$ cat src/rtl/mem_bus_arbiter.sv
// Round-robin arbiter with a burst cap, sharing one unified memory between the core and the program loader.
// Read data returns one cycle after a granted read; core_stall holds the core while it waits for the bus.
module mem_bus_arbiter #(
  parameter int WIDTH      = 32,
  parameter int ADDR_WIDTH = 6,
  parameter int MAX_BURST  = 8
) (
  input  logic                  clk,
  input  logic                  rst,
  input  logic                  core_req,
  input  logic                  core_we,
  input  logic [ADDR_WIDTH-1:0] core_addr,
  input  logic [WIDTH-1:0]      core_wdata,
  output logic                  core_gnt,
  output logic [WIDTH-1:0]      core_rdata,
  output logic                  core_valid,
  output logic                  core_stall,
  input  logic                  ldr_req,
  input  logic                  ldr_we,
  input  logic [ADDR_WIDTH-1:0] ldr_addr,
  input  logic [WIDTH-1:0]      ldr_wdata,
  output logic                  ldr_gnt,
  output logic [WIDTH-1:0]      ldr_rdata,
  output logic                  ldr_valid,
  output logic                  mem_we,
  output logic [ADDR_WIDTH-1:0] mem_addr,
  output logic [WIDTH-1:0]      mem_wdata,
  input  logic [WIDTH-1:0]      mem_rdata
);

  localparam int CNT_W = (MAX_BURST > 1) ? $clog2(MAX_BURST) : 1;
  localparam logic [CNT_W-1:0] CNT_LAST = CNT_W'(MAX_BURST - 1);

  typedef enum logic [1:0] {S_IDLE, S_CORE, S_LDR} state_t;
  typedef enum logic {OWN_CORE, OWN_LDR} owner_t;

  state_t           state, state_nxt;
  owner_t           last_owner, last_owner_nxt;
  logic [CNT_W-1:0] burst_cnt, burst_cnt_nxt;

  // Owner-relative view so the CORE and LDR arms share one rule set.
  logic   own_req, oth_req;
  state_t oth_state;
  owner_t own_id;

  always_comb begin
    own_req   = 1'b0;
    oth_req   = 1'b0;
    oth_state = S_IDLE;
    own_id    = OWN_CORE;
    case (state)
      S_CORE: begin
        own_req   = core_req;
        oth_req   = ldr_req;
        oth_state = S_LDR;
        own_id    = OWN_CORE;
      end
      S_LDR: begin
        own_req   = ldr_req;
        oth_req   = core_req;
        oth_state = S_CORE;
        own_id    = OWN_LDR;
      end
      default: ;
    endcase
  end

  always_comb begin
    state_nxt      = state;
    last_owner_nxt = last_owner;
    burst_cnt_nxt  = burst_cnt;
    if (state == S_IDLE) begin
      burst_cnt_nxt = '0;
      if (core_req && ldr_req)
        state_nxt = (last_owner == OWN_LDR) ? S_CORE : S_LDR;
      else if (core_req)
        state_nxt = S_CORE;
      else if (ldr_req)
        state_nxt = S_LDR;
    end else if (!own_req) begin
      state_nxt      = oth_req ? oth_state : S_IDLE;
      burst_cnt_nxt  = '0;
      last_owner_nxt = own_id;
    end else if (!oth_req) begin
      burst_cnt_nxt = '0;
    end else if (burst_cnt == CNT_LAST) begin
      state_nxt      = oth_state;
      burst_cnt_nxt  = '0;
      last_owner_nxt = own_id;
    end else begin
      burst_cnt_nxt = burst_cnt + 1'b1;
    end
  end

  always_ff @(posedge clk) begin
    if (!rst) begin
      state      <= S_IDLE;
      last_owner <= OWN_LDR;
      burst_cnt  <= '0;
      core_valid <= 1'b0;
      ldr_valid  <= 1'b0;
    end else begin
      state      <= state_nxt;
      last_owner <= last_owner_nxt;
      burst_cnt  <= burst_cnt_nxt;
      core_valid <= core_gnt & core_req & ~core_we;
      ldr_valid  <= ldr_gnt & ldr_req & ~ldr_we;
    end
  end

  assign core_gnt   = (state == S_CORE);
  assign ldr_gnt    = (state == S_LDR);
  assign core_stall = core_req & ~core_gnt;
  assign core_rdata = mem_rdata;
  assign ldr_rdata  = mem_rdata;

  always_comb begin
    mem_addr  = '0;
    mem_wdata = '0;
    mem_we    = 1'b0;
    case (state)
      S_CORE: begin
        mem_addr  = core_addr;
        mem_wdata = core_wdata;
        mem_we    = core_req & core_we;
      end
      S_LDR: begin
        mem_addr  = ldr_addr;
        mem_wdata = ldr_wdata;
        mem_we    = ldr_req & ldr_we;
      end
      default: ;
    endcase
    if (!rst)
      mem_we = 1'b0;
  end

endmodule

$ cat config.mk
export PLATFORM = sky130hd
export DESIGN_NAME = mem_bus_arbiter
export DESIGN_NICKNAME = d
export VERILOG_FILES = /design/src/rtl/mem_bus_arbiter.sv
export SDC_FILE = /design/constraint.sdc
export NUM_CORES = 1
export LEC_CHECK = 0
export BUFFER_PORTS_ARGS = -buffer_cell sky130_fd_sc_hd__clkbuf_2
export CAP_MARGIN = 10
export CORE_AREA = 2 2 86 88
export CTS_CLUSTER_SIZE = 12
export DETAILED_ROUTE_END_ITERATION = 12
export DIE_AREA = 0 0 88 90
export GPL_TIMING_DRIVEN = 1
export HOLD_SLACK_MARGIN = 0.05
export SLEW_MARGIN = 20
export SYNTH_ARGS = -nofsm -noshare
export SYNTH_HDL_FRONTEND = slang
export SYNTH_SLANG_ARGS = --single-unit
$ cat constraint.sdc
create_clock -name clk -period 1.9 [get_ports clk]
set_input_delay 0.19 -clock clk [delete_from_list [all_inputs] [get_ports clk]]
set_output_delay 0.19 -clock clk [all_outputs]
set_load 0.02 [all_outputs]
Yosys cells after proc, flatten, opt, wreduce, memory -nomap -nowiden --
Cells that the tools add are included.
Storage, ports and cells: register bits after elaboration 8, input bits 114, output and inout port bits 108, word-level logic and storage cells 53
Cells by class: $add $sub $neg 1, equality and inequality tests 8, muxes and demuxes 20, bitwise operators 14, reductions and logical operators 5
Operators by type and width (number):
- 32-bit case mux with 2 select lines | 1
- 2-bit 2-to-1 mux | 9
- 6-bit case mux with 2 select lines | 1
- 1-bit AND | 7
- 1-bit inverter | 7
- 3-bit by 1-bit != test with 1-bit output (second input constant) | 2
- 1-bit case mux with 2 select lines | 3
- 3-bit AND reduction | 2
- 1-bit 2-to-1 mux | 5
- 5-bit OR reduction | 1
- 2-bit by 1-bit != test with 1-bit output (second input constant) | 2
- 4-bit by 3-bit != test with 1-bit output (second input constant) | 1
- 2-bit case mux with 2 select lines | 1
- 3-bit by 1-bit adder with 3-bit output (second input constant) | 1
- 3-bit equality test (second input constant) | 1
- 2-bit by 1-bit equality test with 1-bit output (second input constant) | 1
- 2-bit equality test (second input constant) | 1
- 2-bit zero test | 1
- 1-bit logical AND | 1

Logic depth before layout (Yosys ltp) --
depth in word-level cells 6, gate-level depth with buffers 7, gate-level depth less buffers 6

Least setup slack after synthesis --
No wires, ideal clock.
path kind register -> output, from reg state[0], to out mem_addr[2], data arrival time 1.608 ns, data required time 1.710 ns, slack 0.102 ns, stages on the path, launching flop included 7, buffers on the path 2, path through dfxtp_1 inv_1 ha_1 buf_2 clkbuf_1 a22oi_1 nor2b_1
On the way: cells in the longest elaborated chain, start to end 2, elaborated cells between the ends (all ways) 3, those cells by class 2 x eq/ne; 1 x mux
Ends and longest elaborated chain:
- start: declaration | RTL line 37 | state_t state, state_nxt;
- start signal: assignment | RTL line 103 | state <= state_nxt;
- 2-bit equality test
- net ldr_gnt | RTL line 22 | output logic ldr_gnt,
- 6-bit case mux with 2 select lines | RTL line 121 | case (state)
- end: declaration | RTL line 26 | output logic [ADDR_WIDTH-1:0] mem_addr,
The timed path passes the listed nets, and every way through them passes these cells.

Final worst setup path --
from reg state[1], to out mem_wdata[7]
On the way: cells in the longest elaborated chain, start to end 2, elaborated cells between the ends (all ways) 3, those cells by class 2 x eq/ne; 1 x mux
Ends and longest elaborated chain:
- 2-bit equality test / 2-bit by 1-bit equality test with 1-bit output (equally long branches) | RTL line 121
- 32-bit case mux with 2 select lines (*) | RTL line 121
- end: declaration | RTL line 27 | output logic [WIDTH-1:0] mem_wdata,
Every way passes the cells marked *; elsewhere a longest branch is shown, timed or not.

==> summary.md <==
| Metric | Value |
|---|---|
| Status | `complete, no violations` |
| Die Ht | `around 90 um` |
| Final worst path period share | `0.9609` |
| Initial Util | `0.2226` |
| Comb pwr share | `0.618` |
| Max cap viols | `0` |
| Sink Count | `8` |
| Synthesized flop and latch total | `8` |
| Final Critical Period | `around 1.8 ns` |
| DIE AREA | `between 7000 and 8000 um2` |
| Total Routing Usage GR | `0.1047` |
| Initial antenna violation count | `0` |
| Post-layout util | `0.2679` |
| RSZ-0062 raised after global routing | `yes` |
| Post-route ant nets | `0` |
| Net Sw Frac | `0.4010` |
| Sequential share of power | `0.183` |
| Synth warn | `0` |
| Grt total ovfl | `0` |
| Min-Delay Path Class | `input pin to register` |
| Core area | `7020 um2` |
| First-pass GRT wire length | `6.858 mm` |
| Number of I/O pins | `between 200 and 250` |
| R2r setup slk | `~0.21 ns` |
| Crit path DAT | `roughly 1.6 ns` |
| CTS Hold Buffers Added | `0` |
| Largest net degree at the start of global routing | `27` |
| Setup Buffers After CTS | `0` |
| Worst EP required | `around 1.7 ns` |
| Synth top area share | `0.3074` |
| Vias | `1592` |
| Post-Syn Area per Cell | `between 7 and 8 um2` |
| Actual slew at the worst max-slew pin | `0.4165 ns` |
| TritonCTS clock tree | `built` |
| FILL cells | `a little under 800` |
| IO Port Bufs | `125` |
| Total Nets Final | `roughly 380` |
| Iter 0 DRT Violations | `44` |
| Psw | `about 410 uW` |
| Cell Pwr Density | `~540 nW/um2` |
| Crit-path cells | `inv_1, ha_2, buf_6, a22oi_1, nor2b_1, clkbuf_2` |
| Worst setup EP type | `output port` |
| Lkg Pwr | `around 0.91 nW` |
| Critical R2R Capture | `burst_cnt[0]` |
| Layout Skew | `approximately 0.0014 ns` |
| Layout Cells excl Fill | `between 300 and 400` |
| Fraction of layout cells with a size suffix above 1 | `0.5308` |
| Clock power frac | `0.199` |
| Reg area | `approximately 160 um2` |
| Max-slew violations | `0` |
| Synth-to-Final Area Change | `20.34%` |
| VDD IR-drop max | `0.1596 mV` |
| Die W | `about 88 um` |
| Slew margin rel. | `0.7185` |
| Area leader, netlist | `buf_4` |
| Routed Wire Length | `around 4.6 mm` |
| Clk_lat worst skew | `between 0.2 and 0.25 ns` |
| CP max FO | `16` |
| Sequential area share after synthesis | `0.1025` |
| Multi-input logic area | `between 800 and 900 um2` |
| Beginning of the critical path | `state[1]` |
| Vias in the first global route | `~1500` |
| Crit path to | `mem_wdata[7]` |
| Dpl hpwl | `3.888 mm` |
| H-tree depth | `1` |
| GPL Wtd Cong | `0.7595` |
| Antenna fix cells | `0` |
| Internal power | `about 610 uW` |
| Post-Syn Instances | `205` |
| Placed insts | `about 360` |
| Max Freq | `roughly 550 MHz` |
| Max incr delay on CP | `approximately 0.33 ns` |
| FP Rows | `31` |
| Final setup violation count | `0` |
| Worst R2R Path Depth | `5` |
| Wire length per cell | `12.89 um` |
| CTS Buffer Depth | `2` |
| Root Buffer | `clkbuf_8` |
| Cell variety after synth | `30` |
| # DRC | `0` |
| CP startpoint kind | `register` |
| Worst path slowest cell | `dfxtp_1` |
| Via density | `4.435` |
| Top cells by area, synth | `buf_4, a22oi_1, nor2b_1` |
| Worst setup path class | `register to output port` |
| Final Hold Viols | `0` |
| Post-Synthesis Net Count | `~330` |
| Drt first pass iters | `4` |
| Mapped cell area | `between 1500 and 2000 um2` |
| Worst r2r src | `state[1]` |
| CTS clk-pin slew, worst paths | `~0.040 ns` |
| Inserted Clock Buffers | `3` |
==> logic make-up (layout without fill, tap and decap cells) <==
logic type,after synthesis,count (layout),synth area share
mux,2,2,0.01281
buf+inv,81,136,0.3563
flops,8,8,0.1025
fa+ha+maj,7,7,0.05444
simple gates,58,58,0.2354
compound gates,49,49,0.2386
==> synth_stat cells <==
library cell,instances
and2_1,2
and2_4,1
buf_2,4
buf_6,1
a32oi_1,1
o211a_1,1
a221o_1,1
or2_2,1
and4b_1,1
maj3_1,1
nand2_1,3
nor4bb_1,1
a32o_1,2
nor2_1,2
a22oi_1,40
dfxtp_1,8
inv_1,2
buf_4,64
nor2b_1,42
and3b_1,2
mux2i_1,2
o21ai_1,1
clkbuf_1,10
nand2b_1,1
nand3b_1,1
o21ai_0,1
and2b_1,1
ha_1,6
a21oi_1,1
a41oi_1,1
==> power groups by stage <==
stage          Sequential [mW]  Combinational, mW  Clock (mW)
6_report                 0.187              0.630       0.202
5_1_grt                  0.188              0.691       0.218
4_1_cts                  0.187              0.618       0.212
3_5_place_dp             0.190              0.616           0
3_3_place_gp             0.189              0.606           0
2_1_floorplan            0.189              0.593           0
==> stage by stage <==
| step | cell area [um2] | hold slack, ns | power (mW) | TNS [ns] | setup WS [ns] |
|---|---|---|---|---|---|
| 2_1_floorplan | 1563 | 0.3234 | 0.7822 | 0 | 0.1016 |
| 3_5_place_dp | 1813 | 0.3802 | 0.8054 | 0 | 0.2350 |
| 5_1_grt | 1881 | 0.2767 | 1.097 | -0.08027 | -0.03388 |
| 4_1_cts | 1854 | 0.2619 | 1.016 | 0 | 0.02891 |
| 6_report | 1881 | 0.2678 | 1.019 | 0 | 0.07423 |
| 3_3_place_gp | 1813 | 0.3802 | 0.7950 | 0 | 0.2780 |
==> critical path: cells and delay by family, from the launching register on <==
kind / cells / cell delay, ns
adders and majority gates: 1 / 0.28
DFF: 1 / 0.33
buffers and inverters: 3 / 0.50
AOI/OAI and AO/OA: 1 / 0.10
and+or+nand+nor: 1 / 0.20
==> area by class of cell <==
type / instances / area share
clock buffer: 3 / 0.02196
timing repair buffer: 131 / 0.3706
tap: 99 / 0.06587
sequential: 8 / 0.08516
inverter: 2 / 0.003992
multi-input combinational: 116 / 0.4524
==> cells in the final DEF (no fill, tap or decap), types with 2 or more instances in the layout <==
cell type and instances:
buf_8 2, nor2_1 2, ha_2 2, dfxtp_1 8, nand2_1 3, and3b_1 2
nor2b_1 42, buf_6 3, ha_1 4, clkbuf_8 3, and2_1 2, a32o_1 2
clkbuf_2 125, inv_1 2, a22oi_1 40, mux2i_1 2
==> flip-flops by register name (all words and copies together) (netlist names) <==
name,count
state,2
core_valid,1
last_owner,1
ldr_valid,1
burst_cnt,3
==> worst min path at each step <==
| stage | start | to | slack [ns] | depth (start not counted) |
|---|---|---|---|---|
| 2_1_floorplan | rst | state[1] | 0.32 | 1 |
| 3_3_place_gp | mem_rdata[6] | core_rdata[6] | 0.38 | 0 |
| 3_5_place_dp | mem_rdata[6] | core_rdata[6] | 0.38 | 0 |
| 4_1_cts | core_we | core_valid | 0.26 | 2 |
| 5_1_grt | core_we | core_valid | 0.28 | 2 |
| 6_report | core_we | core_valid | 0.27 | 2 |
==> layer usage <==
| metal | up-vias | global-route usage | wire length [um] |
|---|---|---|---|
| li1 | 760 | - | - |
| met1 | 699 | 0.1238 | 1833 |
| met2 | 113 | 0.1774 | 2139 |
| met3 | 20 | 0.02112 | 514 |
| met4 | 0 | 0.04872 | 141 |
| met5 | - | 0 | 0 |
==> timing repair <==
action,CTS,global route
hold endpoints to repair,0,0
gates resized for setup,0,7
setup endpoints to repair,0,29
Note: power is estimated with default switching activity, not from simulation.
